<file path="src/rtl/lfsr_pkg.sv">
// Shared types and constants for the LFSR core: FSM state encoding and default taps.
package lfsr_pkg;

  typedef enum logic [1:0] {
    IDLE   = 2'd0,
    RUN    = 2'd1,
    LOCKUP = 2'd2
  } lfsr_state_e;

  localparam int unsigned MAX_NBITS = 64;

  // Default feedback mask, wide enough to be sliced down to any legal NBITS.
  localparam logic [MAX_NBITS-1:0] DEFAULT_TAPS = 64'h0000_0000_0000_002D;

endpackage : lfsr_pkg

</file>
<file path="src/rtl/lfsr_step.sv">
// One combinational LFSR step: shift toward bit 0, feedback parity of (state & taps) into the MSB.
module lfsr_step #(
  parameter int NBITS = 16
) (
  input  logic [NBITS-1:0] state_i,
  input  logic [NBITS-1:0] taps_i,
  output logic [NBITS-1:0] next_o
);

  logic fb;

  assign fb     = ^(state_i & taps_i);
  assign next_o = {fb, state_i[NBITS-1:1]};

endmodule : lfsr_step

</file>
<file path="src/rtl/lfsr_core.sv">
// Programmable Fibonacci LFSR with valid/ready output, lockup detection and period measurement.
module lfsr_core
  import lfsr_pkg::*;
#(
  parameter int               NBITS      = 16,
  parameter int               NSTEPS     = 1,
  parameter logic [NBITS-1:0] RESET_SEED = NBITS'(1),
  parameter logic [NBITS-1:0] RESET_TAPS = DEFAULT_TAPS[NBITS-1:0]
) (
  input  logic             clk,
  input  logic             reset,
  input  logic             load,
  input  logic [NBITS-1:0] seed,
  input  logic [NBITS-1:0] taps,
  input  logic             start,
  input  logic             stop,
  input  logic             out_rdy,
  output logic             out_val,
  output logic [NBITS-1:0] q,
  output logic             lockup,
  output logic             wrapped,
  output logic [NBITS-1:0] period
);

  lfsr_state_e      state_q, state_d;
  logic [NBITS-1:0] q_q, q_d;
  logic [NBITS-1:0] taps_q, taps_d;
  logic [NBITS-1:0] seed_q, seed_d;
  logic [NBITS-1:0] count_q, count_d;
  logic [NBITS-1:0] period_q, period_d;
  logic             wrapped_q, wrapped_d;
  logic             lockup_q, lockup_d;

  logic             xfer;
  logic [NBITS-1:0] adv;
  logic [NBITS-1:0] chain [NSTEPS+1];

  // NSTEPS single steps chained so one transfer advances the state NSTEPS times.
  assign chain[0] = q_q;
  for (genvar g = 0; g < NSTEPS; g++) begin : g_step
    lfsr_step #(.NBITS(NBITS)) u_step (
      .state_i (chain[g]),
      .taps_i  (taps_q),
      .next_o  (chain[g+1])
    );
  end
  assign adv = chain[NSTEPS];

  assign out_val = (state_q == RUN);
  assign xfer    = out_val & out_rdy;

  always_comb begin
    // NOTE: every next-state signal gets a default first so no path leaves it unassigned (no latches).
    state_d   = state_q;
    q_d       = q_q;
    taps_d    = taps_q;
    seed_d    = seed_q;
    count_d   = count_q;
    period_d  = period_q;
    wrapped_d = 1'b0;

    if (load) begin
      q_d     = seed;
      taps_d  = taps;
      seed_d  = seed;
      count_d = '0;
      state_d = IDLE;
    end else begin
      if (xfer) begin
        q_d = adv;
        // Only the post-advance state is compared with the seed, even for multi-step transfers.
        if (adv == seed_q) begin
          wrapped_d = 1'b1;
          period_d  = count_q + NBITS'(1);
          count_d   = '0;
        end else begin
          count_d = count_q + NBITS'(1);
        end
      end

      unique case (state_q)
        IDLE: begin
          if (start) state_d = (q_q == '0) ? LOCKUP : RUN;
        end
        RUN: begin
          if (stop)                     state_d = IDLE;
          else if (xfer && adv == '0)   state_d = LOCKUP;
        end
        LOCKUP:  state_d = LOCKUP;
        default: state_d = IDLE;
      endcase
    end

    lockup_d = (state_d == LOCKUP);
  end

  always_ff @(posedge clk or negedge reset) begin
    if (!reset) begin
      state_q   <= IDLE;
      q_q       <= RESET_SEED;
      taps_q    <= RESET_TAPS;
      seed_q    <= RESET_SEED;
      count_q   <= '0;
      period_q  <= '0;
      wrapped_q <= 1'b0;
      lockup_q  <= 1'b0;
    end else begin
      // NOTE: non-blocking assignments so every register samples the pre-edge values.
      state_q   <= state_d;
      q_q       <= q_d;
      taps_q    <= taps_d;
      seed_q    <= seed_d;
      count_q   <= count_d;
      period_q  <= period_d;
      wrapped_q <= wrapped_d;
      lockup_q  <= lockup_d;
    end
  end

  assign q       = q_q;
  assign lockup  = lockup_q;
  assign wrapped = wrapped_q;
  assign period  = period_q;

endmodule : lfsr_core

</file>
<file path="config.mk">
export PLATFORM = sky130hd
export DESIGN_NAME = lfsr_core
export DESIGN_NICKNAME = d
export VERILOG_FILES = /design/src/rtl/lfsr_pkg.sv /design/src/rtl/lfsr_step.sv /design/src/rtl/lfsr_core.sv
export SDC_FILE = /design/constraint.sdc
export NUM_CORES = 1
export LEC_CHECK = 0
export CAP_MARGIN = 10
export CORE_ASPECT_RATIO = 1.75
export CORE_MARGIN = 2
export CORE_UTILIZATION = 39
export DETAILED_ROUTE_END_ITERATION = 16
export PLACE_DENSITY = 0.71
export SETUP_SLACK_MARGIN = 0.2
export SYNTH_ARGS = -nofsm -noshare
export SYNTH_HDL_FRONTEND = slang
export SYNTH_HIERARCHICAL = 1
export SYNTH_SLANG_ARGS = --single-unit
</file>
<file path="constraint.sdc">
create_clock -name clk -period 2.4 [get_ports clk]
set_input_delay 0.48 -clock clk [delete_from_list [all_inputs] [get_ports clk]]
set_output_delay 0.48 -clock clk [all_outputs]
set_load 0.02 [all_outputs]
</file>
-- Word-level counts from Yosys, hierarchy flattened
Cells that the tools add are included.
- flip-flop bits (word level): 84
- logic and storage cells: 37
- add/sub/neg operators: 1
- eq/ne operators: 4
- multiplexer cells: 14
- bitwise operators: 3
- reductions and logical operators: 7
- operators with widths (kind ; number):
    $mux 16 ; 5
    $logic_not 16->1 ; 2
    $add 16x1->16 const B ; 1
    $and 16x16->16 ; 1
    $eq 16x16->1 ; 1
    $reduce_xor 16->1 ; 1
    $mux 2 ; 5
    $pmux 2 s3 ; 1
    $eq 2x2->1 const B ; 2
    $mux 1 ; 3
    $reduce_and 3->1 ; 1
    $eq 2x1->1 const B ; 1
    $logic_not 2->1 ; 1
    $reduce_bool 2->1 ; 1
    $and 1x1->1 ; 1
    $logic_and 1x1->1 ; 1
    $not 1->1 ; 1

-- Depth between registers and ports, before layout
- depth after elaboration: 9
- depth in mapped cells: 13

-- By module
The synthesis kept the hierarchy.
- by module, submodules not included (module ; instances ; cells each ; area an instance (sq um) ; seq. area each (sq um)):
    lfsr_core ; 1 ; 385 ; 4005.1 ; 2109.5
    lfsr_step ; 1 ; 47 ; 311.5 ; 0.0

-- Worst setup path after synthesis
Ideal clock, no wire load.
- path kind: reg-to-reg
- from: reg q_q[0] (netlist: q[0])
- to: reg period_q[10] (netlist: period[10])
- arrival time: 2.437 ns
- data required time: 2.275 ns
- path slack: -0.162 ns
- cell stages (with the launch flop): 13
- buffers on the path: 2
- cell sequence: dfstp_2 > nand2_1 > xnor2_1 > xnor2_1 > xnor2_1 > xnor2_1 > buf_4 > xor2_1 > nor4_1 > nand4_1 > or2_1 > buf_6 > mux2_4
- word-level cells in the longest chain between the ends: 4
- ends and longest elaborated chain (what ; RTL line ; text):
    start, declared ; lfsr_core.sv:26 ; logic [NBITS-1:0] q_q, q_d;
    start signal, assigned ; lfsr_core.sv:110 ; q_q <= q_d;
    $and 16x16->16 ; lfsr_step.sv:12 ; assign fb = ^(state_i & taps_i);
    $reduce_xor 16->1 ; lfsr_step.sv:12 ;
    via g_step[0].u_step.fb ; lfsr_step.sv:10 ; logic fb;
    $eq 16x16->1 ; lfsr_core.sv:72 ; if (adv == seed_q) begin
    $reduce_and 3->1 (no source line) ; -- ;
    end signal, assigned ; lfsr_core.sv:114 ; period_q <= period_d;
    end, declared ; lfsr_core.sv:30 ; logic [NBITS-1:0] period_q, period_d;
The timed path passes the listed nets, and every way through them passes these cells.
A chain may end at the register's enable or synchronous reset.

-- Worst setup path after layout
- from: reg taps_q[0]
- to: reg period_q[12] (netlist: period[12])
- word-level cells in the longest chain between the ends: 4
- ends and longest elaborated chain (what ; RTL line ; text):
    start, declared ; lfsr_core.sv:27 ; logic [NBITS-1:0] taps_q, taps_d;
    start signal, assigned ; lfsr_core.sv:111 ; taps_q <= taps_d;
    $and 16x16->16 ; lfsr_step.sv:12 ;
    $reduce_xor 16->1 ; lfsr_step.sv:12 ;
    via adv[15] ; lfsr_core.sv:35 ; logic [NBITS-1:0] adv;
    $eq 16x16->1 ; lfsr_core.sv:72 ;
    $reduce_and 3->1 (no source line) ; -- ;
The timed path passes the listed nets, and every way through them passes these cells.

==> metrics.cfg <==
[run_status]
status=complete, but fails checks
violations=setup timing

[final_layout]
instances_no_fill=644
post-route-util_pct=53.1
syn2layout_area_growth_pct=32.3
nFillCells=962
drive_gt1_share_pct=19.1
num-nets-final=548
antennaDiodeCount=0

[grt]
grt_pass1_wl_um=17500
grtUsageTotal_pct=18.6
grt_antenna_before_repair=0
grt-ovfl-total=0
grt_start_max_net_pins=70
grt_pass1_vias=3613

[yosys]
syn_inst=432
ys_ff_latch=84
synth_edf_count=0
seq_area_frac_synth_pct=48.9
ys_warn_count=6
ys_types=41
synth_top_cell_by_area=dfrtp_1
synth_commonest_cells=dfrtp_1, nand2_1, o21ai_0
synth-main-ff-cell=dfrtp_1
syn_nets=471
syn_area_um2=4320
synthArstFlopShare_pct=100
postSynthAreaPerCell_um2=9.99
synth_top_area_share_pct=45.2
ys_top_cells_by_area=dfrtp_1, xnor2_1, o21ai_0, mux2_2, nand2_1
yosysMostFrequentCell=dfrtp_1

[place]
gp_congestion=0.809
hpwlAfterDp_um=7740
dpl.cell_count=622
io_buffers=72

[detailed_routing]
drt_iter0_drc=161
remaining_drc_errors=0
drt-total-wl_um=11100
detail_route.wl_per_cell_um=17.2
vias=3501
vias_per_cell=5.44
antenna_left=0
drtPass1Iterations=4

[sta]
worst_pin_slew_ns=0.646
hold_viol=0
grt_setup_unrepaired=yes
fmax_ghz=0.390
final-max-slew-violation-count=0
fin_crit_ns=2.56
fin_ws_ns=-0.162
maxSlewHeadroom_pct=56.9
finalCritPeriodShare_pct=107
setup_viol=33
fin_skew_ns=0.0109

[worst_setup_path]
critPathRequiredTime_ns=2.63
r2r-start=taps_q[0]
ff2ff_path_depth=12
max_stage_delay_ns=0.53
crit_type=flop to flop
rrSetupSlack_ns=-0.16
crit_family=XOR/XNOR gates
critPathMaxFanout=19
worst_path_max_delay_cell=dfstp_2
r2r-end=period[12]
path_common_cell=xnor2_1
path_buf_inv=2
crit_chain=nand2_1 -> xnor2_1 -> xnor2_1 -> xnor2_1 -> xnor2_1 -> xor2_1 -> nor4_2 -> nand4_1 -> buf_4 -> buf_12 -> nor4_4 -> a21oi_2
cp.arrival_ns=2.79
cp-start-kind=flop
critPathCaptureType=flop

[floorplan]
start_util_pct=40.1
dieArea_um2=12000
die_w_um=83.5
coreArea_um2=10800
die_y_um=143
num_rows=50
io_pins=73

[flow_run]
maxCapViolCount=0

[clock_network]
cts.sinks=84
insertion_delay_ns=0.34
cts_buffer_depth=2
numCtsBuffers=9
h-tree-depth=3
clk_pin_slew_ns=0.06
cts.hold.buffers_added=0
cts.root.buffer_cell=clkbuf_16
cts_tree=done

[hold_path]
worstHoldPathType=primary input to async pin

[pwr]
p_leak_nw=2.54
p_total_mw=3.91
power_density_nw_per_um2=685
ir_worst_vdd_uv=443

## power by group
part	switching (mW)	total, mW	leakage, nW	internal (mW)
Sequential	0.0563	1.56	1.06	1.51
Combinational	0.394	0.803	1.32	0.408
Clock	0.573	1.54	0.158	0.970
Total	1.02	3.91	2.54	2.89
## flip-flops by register name (all words and copies together) (netlist names)
name,cells
count_q,16
lockup,1
q,16
period,16
state_q,2
taps_q,16
wrapped,1
seed_q,16
## through the flow
stage          hold slack (ns)  setup WS (ns)  area, um2  setup TNS [ns]
3_3_place_gp             0.405         -0.164       5190           -2.25
5_1_grt                 0.0611         -0.333       5710           -8.85
6_report                0.0374         -0.162       5710           -3.00
4_1_cts                 0.0437         -0.174       5590           -3.58
3_5_place_dp             0.409         -0.292       5190           -5.48
2_1_floorplan            0.184         -0.136       4330           -1.15
## layout make-up
type | count | area [um2] | area share, %
sequential | 84 | 2110 | 36.9
multi-input combinational | 287 | 1980 | 34.7
timing repair buffer | 106 | 1040 | 18.2
clock buffer | 11 | 253 | 4.43
tap | 130 | 163 | 2.85
clock inverter | 5 | 83.8 | 1.47
inverter | 21 | 78.8 | 1.38
## cells in the final DEF (no fill, tap or decap), types with 3 or more instances in the layout
cell type        instances
nand3b_1                 3
clkbuf_16               11
dfstp_2                  6
nor4_1                  11
nand2_1                 45
a21oi_1                  8
mux2i_1                 16
nand3_1                 11
a31oi_1                 18
mux2_4                   6
nor3_1                   3
xor2_1                  19
nand2_2                  3
o21ai_2                  3
clkdlybuf4s50_1         69
nand4_1                  6
xnor2_1                 24
inv_1                   20
nor2_1                  15
o21ai_0                 39
dfrtp_1                 78
buf_4                   30
mux2_2                  16
and3_1                   5
o21ai_1                  9
## worst max path at each step
stage	start	endpoint	slack [ns]	cells after the start
floorplan	q[0]	period[10]	-0.14	12
global placement	taps_q[2]	period[15]	-0.16	11
detailed placement	taps_q[2]	period[15]	-0.29	11
CTS	taps_q[2]	period[12]	-0.17	12
global route	taps_q[2]	period[12]	-0.33	12
finish	taps_q[0]	period[12]	-0.16	12
## per-layer routing
layer / vias to the layer above / share of wire, % / GRT usage, %
met2: 114 / 56 / 35.3
met3: 43 / 3.4 / 2.95
met5: - / 0 / 0
li1: 1638 / - / -
met4: 0 / 4.6 / 10.8
met1: 1706 / 36 / 19.1
## cells by family after synthesis
kind of cell	after synthesis	share of synthesized area (%)
buffers and inverters	61	7.30
muxes	38	9.97
DFF	84	48.9
and+or+nand+nor	120	14.0
adders and majority gates	1	0.290
AOI/OAI and AO/OA	84	10.6
xor gates and xnor gates	44	8.93
## repair_timing
| item | in CTS | in global routing |
|---|---|---|
| setup buffers | 3 | 1 |
| gates resized for setup | 12 | 13 |
| pin swaps | 12 | 3 |
| gates cloned | 0 | 2 |
| endpoints found under the setup margin | 36 | 37 |
Note: power is estimated with default switching activity, not from simulation.
